$ cat src/rtl/regbank_pkg.sv
// Shared sizing and output-stage state encoding for the register-bank read port.
package regbank_pkg;

  localparam int DATA_W   = 16;
  localparam int NUM_REGS = 16;
  localparam int ADDR_W   = 4;

  typedef enum logic [1:0] {
    EMPTY = 2'd0,
    HOLD  = 2'd1,
    SKID  = 2'd2
  } state_t;

endpackage

$ cat src/rtl/regbank_read_mux.sv
// One-operand NUM_REGS:1 word select; with REGREAD_BYPASS_EN defined, a same-cycle
// bank write to the selected register is forwarded from wr_bus.
module regbank_read_mux #(
  parameter int DATA_W   = regbank_pkg::DATA_W,
  parameter int NUM_REGS = regbank_pkg::NUM_REGS
) (
  input  logic [NUM_REGS*DATA_W-1:0]    reg_data,
`ifdef REGREAD_BYPASS_EN
  input  logic [DATA_W-1:0]             wr_bus,
  input  logic [NUM_REGS-1:0]           wr_enable,
`endif
  input  logic [regbank_pkg::ADDR_W-1:0] raddr,
  output logic [DATA_W-1:0]             rdata
);

  localparam int AW = regbank_pkg::ADDR_W;

  always_comb begin
    // NOTE: default every comb output before the loop so no path leaves it unassigned (no latch).
    rdata = '0;
    for (int i = 0; i < NUM_REGS; i++) begin
      if (raddr == AW'(i)) begin
`ifdef REGREAD_BYPASS_EN
        rdata = wr_enable[i] ? wr_bus : reg_data[i*DATA_W +: DATA_W];
`else
        rdata = reg_data[i*DATA_W +: DATA_W];
`endif
      end
    end
  end

endmodule

$ cat src/rtl/regbank_read_port.sv
// Two-operand register-bank read port with a 2-deep (output + skid) response stage.
// Optional REGREAD_BYPASS_EN forwards same-cycle bank writes into the captured data.
module regbank_read_port #(
  parameter int DATA_W   = regbank_pkg::DATA_W,
  parameter int NUM_REGS = regbank_pkg::NUM_REGS
) (
  input  logic                           clk,
  input  logic                           reset,
  input  logic [NUM_REGS*DATA_W-1:0]     reg_data,
  input  logic [DATA_W-1:0]              wr_bus,
  input  logic [NUM_REGS-1:0]            wr_enable,
  input  logic                           req_valid,
  output logic                           req_ready,
  input  logic [regbank_pkg::ADDR_W-1:0] raddr_a,
  input  logic [regbank_pkg::ADDR_W-1:0] raddr_b,
  output logic                           resp_valid,
  input  logic                           resp_ready,
  output logic [DATA_W-1:0]              rdata_a,
  output logic [DATA_W-1:0]              rdata_b,
  output logic                           wr_conflict
);

  import regbank_pkg::*;

  state_t            state_q, state_d;
  logic              accept;
  logic              load_out, load_skid, skid_to_out;
  logic              multi_hot;
  logic [DATA_W-1:0] cap_a, cap_b;
  logic [DATA_W-1:0] out_a_q, out_b_q, skid_a_q, skid_b_q;

  assign accept    = req_valid & req_ready;
  assign multi_hot = |(wr_enable & (wr_enable - NUM_REGS'(1)));

`ifdef REGREAD_BYPASS_EN
  regbank_read_mux #(.DATA_W(DATA_W), .NUM_REGS(NUM_REGS)) u_mux_a (
    .reg_data (reg_data),
    .wr_bus   (wr_bus),
    .wr_enable(wr_enable),
    .raddr    (raddr_a),
    .rdata    (cap_a)
  );
  regbank_read_mux #(.DATA_W(DATA_W), .NUM_REGS(NUM_REGS)) u_mux_b (
    .reg_data (reg_data),
    .wr_bus   (wr_bus),
    .wr_enable(wr_enable),
    .raddr    (raddr_b),
    .rdata    (cap_b)
  );
`else
  logic unused_wr_bus;
  assign unused_wr_bus = ^wr_bus;

  regbank_read_mux #(.DATA_W(DATA_W), .NUM_REGS(NUM_REGS)) u_mux_a (
    .reg_data(reg_data),
    .raddr   (raddr_a),
    .rdata   (cap_a)
  );
  regbank_read_mux #(.DATA_W(DATA_W), .NUM_REGS(NUM_REGS)) u_mux_b (
    .reg_data(reg_data),
    .raddr   (raddr_b),
    .rdata   (cap_b)
  );
`endif

  // NOTE: sequential state uses non-blocking assignments so every flop samples pre-edge values.
  always_ff @(posedge clk or negedge reset) begin
    if (!reset) state_q <= EMPTY;
    else        state_q <= state_d;
  end

  always_comb begin
    state_d = state_q;
    case (state_q)
      EMPTY: if (accept) state_d = HOLD;
      HOLD: begin
        if (accept && !resp_ready)      state_d = SKID;
        else if (!accept && resp_ready) state_d = EMPTY;
      end
      SKID:    if (resp_ready) state_d = HOLD;
      default: state_d = EMPTY;
    endcase
  end

  // Skid only fills while the output register is held, so accept never coincides with SKID.
  always_comb begin
    resp_valid  = (state_q != EMPTY);
    load_out    = 1'b0;
    load_skid   = 1'b0;
    skid_to_out = 1'b0;
    case (state_q)
      EMPTY: load_out = accept;
      HOLD: begin
        load_out  = accept & resp_ready;
        load_skid = accept & ~resp_ready;
      end
      SKID:    skid_to_out = resp_ready;
      default: ;
    endcase
  end

  // NOTE: the data registers are reset on purpose: rdata must read zero during reset and stale data must never resurface.
  always_ff @(posedge clk or negedge reset) begin
    if (!reset) begin
      out_a_q  <= '0;
      out_b_q  <= '0;
      skid_a_q <= '0;
      skid_b_q <= '0;
    end else begin
      if (skid_to_out) begin
        out_a_q <= skid_a_q;
        out_b_q <= skid_b_q;
      end else if (load_out) begin
        out_a_q <= cap_a;
        out_b_q <= cap_b;
      end
      if (load_skid) begin
        skid_a_q <= cap_a;
        skid_b_q <= cap_b;
      end
    end
  end

  always_ff @(posedge clk or negedge reset) begin
    if (!reset) begin
      req_ready   <= 1'b1;
      wr_conflict <= 1'b0;
    end else begin
      req_ready <= (state_d != SKID);
      if (multi_hot) wr_conflict <= 1'b1;
    end
  end

  assign rdata_a = out_a_q;
  assign rdata_b = out_b_q;

endmodule

$ cat config.mk
export PLATFORM = sky130hd
export DESIGN_NAME = regbank_read_port
export DESIGN_NICKNAME = d
export VERILOG_FILES = /design/src/rtl/regbank_pkg.sv /design/src/rtl/regbank_read_mux.sv /design/src/rtl/regbank_read_port.sv
export SDC_FILE = /design/constraint.sdc
export NUM_CORES = 1
export LEC_CHECK = 0
export BUFFER_PORTS_ARGS = -buffer_cell sky130_fd_sc_hd__clkbuf_2
export CAP_MARGIN = 0
export CORE_UTILIZATION = 40
export DETAILED_ROUTE_END_ITERATION = 10
export PLACE_DENSITY = 0.68
export SKIP_CTS_REPAIR_TIMING = 1
export SYNTH_ARGS = -nofsm -noshare
export SYNTH_HDL_FRONTEND = slang
export SYNTH_SLANG_ARGS = --single-unit
$ cat constraint.sdc
create_clock -name clk -period 5.9 [get_ports clk]
set_clock_uncertainty 0.1 [all_clocks]
set_input_delay 0.295 -clock clk [delete_from_list [all_inputs] [get_ports clk]]
set_output_delay 0.295 -clock clk [all_outputs]
set_load 0.02 [all_outputs]
==> results of run 1 <==
worst max-delay path: cells and delay by family:
family | cells | cell delay (ns)
buf+inv | 2 | 1.44
mux | 2 | 0.79
compound gates | 2 | 0.78
simple gates | 1 | 0.07
synth_stat cells (25+ instances only):
cell,number
mux2i_1,79
a21oi_1,83
o21ai_0,112
o22ai_1,51
nand2_1,56
buf_2,38
nor3_1,25
nor2_1,93
dfrtp_1,67
mux4_2,40
a22oi_1,30
clkbuf_1,30
per-stage QoR:
step	hold WS (ns)	power [W]	util
2_1_floorplan	-0.101	0.00157	-
6_report	0.0723	0.00267	0.501
3_3_place_gp	0.363	0.00201	0.484
5_1_grt	0.146	0.00281	0.501
3_5_place_dp	0.371	0.00203	0.484
4_1_cts	0.0992	0.00266	0.500
worst min path at each step:
stage,start,endpoint,slack (ns),depth (start not counted)
after floorplan,reset,rdata_a[0],-0.10,0
after global placement,skid_b_q[14],skid_b_q[14],0.36,2
after detailed placement,skid_a_q[5],skid_a_q[5],0.37,2
after CTS,reset,rdata_a[8],0.1,2
after global routing,reset,rdata_a[8],0.15,2
final,reset,rdata_b[15],0.07,2
per-layer routing:
metal	track usage	vias up	part of all wire
met4	0.154	0	0.046
met3	0.0813	104	0.11
li1	-	4423	-
met1	0.451	4772	0.39
met2	0.543	630	0.46
met5	0	-	0
cell type report:
cell class	instances	area [um2]
diodes	2	5.00
clock buffers	10	229
clock inverters	6	111
fillers	2037	10100
inverters	23	86.3
multi-input cells	829	5960
flip-flops and latches	68	1700
well taps	270	338
repair buffers	336	1730
power groups by stage:
stage          registers (W)  clock network [W]  logic, W
2_1_floorplan       0.000910                  0  0.000661
3_3_place_gp        0.000810                  0   0.00120
3_5_place_dp        0.000815                  0   0.00121
4_1_cts             0.000810           0.000632   0.00122
5_1_grt             0.000832           0.000651   0.00133
6_report            0.000814           0.000627   0.00123
flip-flops by register name, indices dropped and copies added, names as in the netlist:
signal       flops
rdata_a         16
req_ready        1
rdata_b         16
wr_conflict      1
skid_b_q        16
state_q          2
skid_a_q        16
cells by family after synthesis:
logic type      share of synthesized area
fa+ha+maj                         0.00498
flops                               0.205
mux                                 0.233
buf+inv                            0.0781
compound gates                      0.325
simple gates                        0.154
==> qor.csv, run 1 <==
stage,metric,value,unit
detailed_routing,drc,0,
critical_path,cp_slowest_cell,buf_4,
sta,fmax,301,MHz
global_routing,antenna_found_initial,2,
floorplanning,die_w,146,um
global_routing,track_usage,0.345,
synth,ys_seq_area_frac,0.205,
critical_path,cp_max_fo,64,
power_and_ir_drop,ir_drop,0.000162,V
floorplanning,die-area,21300,um2
sta,maxSlewHeadroom,0.183,
synth,synth_edf_count,0,
detailed_routing,ant_nets,0,
clock_network,clock_sinks,68,
critical_path,crit_required,5.98,ns
clock_network,path_clk_slew,0.06,ns
sta,layout_setup_ws,2.58,ns
floorplanning,ioPinCount,335,
outcome,outcome,finished clean,
floorplanning,core_area,20300,um2
synth,synth.distinct_cells,70,
clock_network,cts_buffers,9,
global_routing,first_global_vias,9453,
power_and_ir_drop,p_per_area,263,nW/um2
critical_path,r2r-end,rdata_a[14],
finish,stdcell_count,1544,
synth,syn_avg_cell_area,8.16,um2
critical_path,path_class,in2reg,
sta,min_period,3.32,ns
finish,design_area,10200,um2
finish,layout_common_cells,"313 x clkbuf_2, 112 x o21ai_0, 90 x nor2_1, 83 x a21oi_1, 79 x mux2i_1",
critical_path,crit_path_start,raddr_a[0],
power_and_ir_drop,leakage,4.59,nW
synth,synth_area_leaders,"dfrtp_1 20%, mux4_2 11%, mux2i_1 9.5%",
placement,gp_congestion,0.934,
clock_network,clock_path_buffers,2,
power_and_ir_drop,clkPwrFrac,0.235,
sta,fin_tns_setup,0,ns
global_routing,grt_max_degree,69,
synth,syn_inst,1017,
critical_path,worst_setup_path_start_kind,input pin,
sta,setup_viol,0,
finish,final_common_cell,clkbuf_2,
flow_run,maxCapViolations,0,
finish,layout.nets,1567,
power_and_ir_drop,p_comb_frac,0.460,
placement,dp_hpwl,27700,um
placement,port_buffers,318,
critical_path,reg2regPathDepth,6,
sta,slew_viol_final,0,
detailed_routing,vias,9929,
synth,synth_top_area_frac,0.202,
sta,tightest_slew,1.22,ns
detailed_routing,wl,37300,um
detailed_routing,post_drt_via_cell_ratio,6.43,
finish,final_layout_size_suffix_gt1_frac,0.338,
clock_network,cts_max_level,3,
detailed_routing,wire_per_inst,24.1,um
placement,pre_cts_ws,2.27,ns
floorplanning,start_util,0.409,
critical_path,arrival,3.40,ns
finish,areaGrowthSynthToFinish,22.5,%
critical_path,cp_cell_sequence,buf_4 > buf_4 > mux4_2 > mux2i_1 > nor2_1 > a211oi_1 > a221oi_1,
global_routing,overflow,0,
critical_path,worst_path_most_repeated_cell,buf_4,
critical_path,endpoint,skid_a_q[10],
critical_path,crit_path_max_incr_delay,0.78,ns
power_and_ir_drop,pwr-share-seq,0.305,
clock_network,clkLatencyLatePin,0.34,ns
synth,synthArstFlopShare,1.00,
sta,finalHoldViolations,0,
placement,dp.cells,1526,
detailed_routing,drt_pass1_iterations,5,
synth,yosysTopAreaCell,dfrtp_1,
synth,netlist_area,8300,um2
worst_hold_path,hp-class,in2async,
power_and_ir_drop,switching_share,0.402,
synth,yosysWarnings,0,
synth,synthesis.nets,1317,
floorplanning,rows,52,
clock_network,tritoncts,yes,
detailed_routing,drt-initial-drc-count,1072,
critical_path,cp-end-kind,flip-flop,
power_and_ir_drop,p_int,0.00160,W
placement,placed_area,9820,um2
floorplanning,die_height,146,um
synth,yosys_register_bits,68,
clock_network,cts_root_buf,clkbuf_16,
sta,timing.final.crit_share,0.563,
critical_path,r2r_start,req_ready,
critical_path,worst-r2r-setup-slack,3.03,ns
power_and_ir_drop,p_switching,0.00107,W
sta,rsz0062_at_grt,no,
global_routing,grt_pass1_wl,55700,um
synth,ys.flop_type,dfrtp_1,
(Power assumes the default switching activity.)
==> inputs of run 2 (changes only) <==
- PLACE_DENSITY: 0.68 -> 0.71
- clock period: 5.9 -> 3 ns (I/O delays scaled with it)
==> run 2 against run 1 <==
The flow now finishes with violations (negative hold slack). Flip-flop and latch count unchanged. Cell area is 3.0% higher. Non-clock buffer count rose by 46. Power is 94% higher. Critical path depth increased by 1. Largest cell class unchanged. Global-route usage is 0.32 points lower. Core utilization rose by 1.5 points. Sequential share of layout area shrank 0.49 points. Worst hold slack worse by 0.087 ns. Clock-buffer cell count is 2 higher.
==> qor.csv, run 2 (same netlist as run 1, synthesis figures left out) <==
stage,metric,value,unit
critical_path,worst_path_most_repeated_cell,buf_4,
global_routing,grt_pass1_wl,56100,um
clock_network,clkLatencyLatePin,0.34,ns
flow_run,maxCapViolations,0,
finish,nFillCells,1961,
detailed_routing,post_drt_via_cell_ratio,6.34,
floorplanning,rows,52,
critical_path,path_class,in2reg,
detailed_routing,drt_pass1_iterations,8,
critical_path,cp-end-kind,flip-flop,
clock_network,clock_path_buffers,2,
sta,fmax,435,MHz
detailed_routing,drc,0,
sta,slew_viol_final,0,
worst_hold_path,holdPathEnd,wr_conflict,
critical_path,worst_setup_path_start_kind,input pin,
global_routing,first_global_vias,9629,
floorplanning,die-area,21300,um2
finish,layout.nets,1613,
sta,fin_tns_setup,0,ns
power_and_ir_drop,ir_drop,0.000419,V
finish,areaGrowthSynthToFinish,26.2,%
outcome,violations,negative hold slack,
critical_path,cp_top_family,buffers and inverters,
sta,fin_hold_ws,-0.0148,ns
sta,finalHoldViolations,3,
global_routing,track_usage,0.342,
placement,dp_hpwl,28700,um
floorplanning,die_w,146,um
critical_path,cp_cell_sequence,buf_4 > buf_4 > mux2_2 > o221ai_1 > a21oi_1 > a211oi_1 > buf_4 > a221oi_1,
placement,port_buffers,318,
outcome,outcome,"complete, but fails checks",
detailed_routing,drt-initial-drc-count,1164,
detailed_routing,vias,10066,
finish,layout_common_cells,"313 x clkbuf_2, 112 x o21ai_0, 90 x nor2_1, 83 x a21oi_1, 79 x mux2i_1",
critical_path,crit_required,3.10,ns
floorplanning,core_area,20300,um2
clock_network,cts_root_buf,clkbuf_16,
critical_path,reg2regPathDepth,8,
global_routing,overflow,0,
power_and_ir_drop,leakage,4.80,nW
floorplanning,ioPinCount,335,
sta,maxSlewHeadroom,0.542,
global_routing,antenna_found_initial,1,
sta,rsz0062_at_grt,no,
detailed_routing,ant_nets,0,
finish,final_layout_size_suffix_gt1_frac,0.360,
worst_hold_path,worstHoldStart,wr_enable[12],
sta,setup_viol,0,
finish,final_common_cell,clkbuf_2,
critical_path,crit_path_max_incr_delay,0.52,ns
critical_path,crit_path_start,raddr_a[0],
critical_path,r2r-end,rdata_a[13],
critical_path,cp_slowest_cell,a211oi_1,
worst_hold_path,hp-class,in2reg,
finish,final_util,0.516,
global_routing,grt_max_degree,38,
clock_network,path_clk_slew,0.06,ns
power_and_ir_drop,total_power,0.00517,W
worst_hold_path,hold_depth,3,
critical_path,worst-r2r-setup-slack,0.86,ns
sta,tightest_slew,0.688,ns
clock_network,cts_buffers,9,
finish,n_antenna_cell,0,
sta,timing.final.crit_share,0.766,
clock_network,cts_max_level,3,
critical_path,r2r_start,req_ready,
detailed_routing,wl,37200,um
critical_path,path_buf_inv,3,
detailed_routing,wire_per_inst,23.4,um
placement,pre_cts_ws,0.448,ns
floorplanning,die_height,146,um
sta,min_period,2.30,ns
clock_network,tritoncts,yes,
placement,gp_congestion,0.987,
power_and_ir_drop,p_per_area,494,nW/um2
floorplanning,start_util,0.409,
critical_path,arrival,2.40,ns
sta,layout_setup_ws,0.701,ns
clock_network,clock_sinks,68,
critical_path,cp_max_fo,37,
[run 2: final cells by class]
class	count	area, um2	area share
Multi-Input combinational cell	829	5950	0.569
Timing Repair Buffer	382	2090	0.200
Sequential cell	68	1700	0.163
Tap cell	270	338	0.0323
Clock buffer	12	246	0.0235
Inverter	23	86.3	0.00825
Clock inverter	4	48.8	0.00466
[run 2: how the worst max path moves through the flow]
stage / to / slack, ns / depth (start not counted)
5_1_grt: rdata_a[2] / 0.59 / 8
6_report: skid_a_q[2] / 0.70 / 8
3_3_place_gp: rdata_a[2] / 0.48 / 8
2_1_floorplan: skid_a_q[11] / 0.86 / 5
4_1_cts: skid_a_q[2] / 0.80 / 8
3_5_place_dp: skid_a_q[2] / 0.45 / 8
[run 2: power breakdown]
part           internal [W]  switching, W
clock              0.000666      0.000417
sequential          0.00134      0.000255
combinational       0.00104       0.00146
total               0.00304       0.00213
[run 2: per-layer routing]
| metal | part of all wire | GRT usage | wire length (um) |
|---|---|---|---|
| met5 | 0.00035 | 0 | 13 |
| met4 | 0.032 | 0.113 | 1210 |
| met3 | 0.11 | 0.0816 | 4100 |
| met2 | 0.46 | 0.548 | 17000 |
| met1 | 0.40 | 0.453 | 14900 |
[run 2: worst register-to-register path, delay by kind of cell (launching register included)]
kind / cells / cell delay [ns]
DFF: 1 / 0.53
and+or+nand+nor: 4 / 0.53
buffers and inverters: 2 / 0.48
AOI/OAI and AO/OA: 2 / 0.40
[run 2: stage by stage]
stage          instance area (um2)  hold WS, ns  instances
2_1_floorplan                 8300       -0.246       1017
3_3_place_gp                 10200        0.116       1571
3_5_place_dp                 10200        0.116       1571
4_1_cts                      10500       -0.239       1587
5_1_grt                      10500       0.0110       1588
6_report                     10500      -0.0148       1588
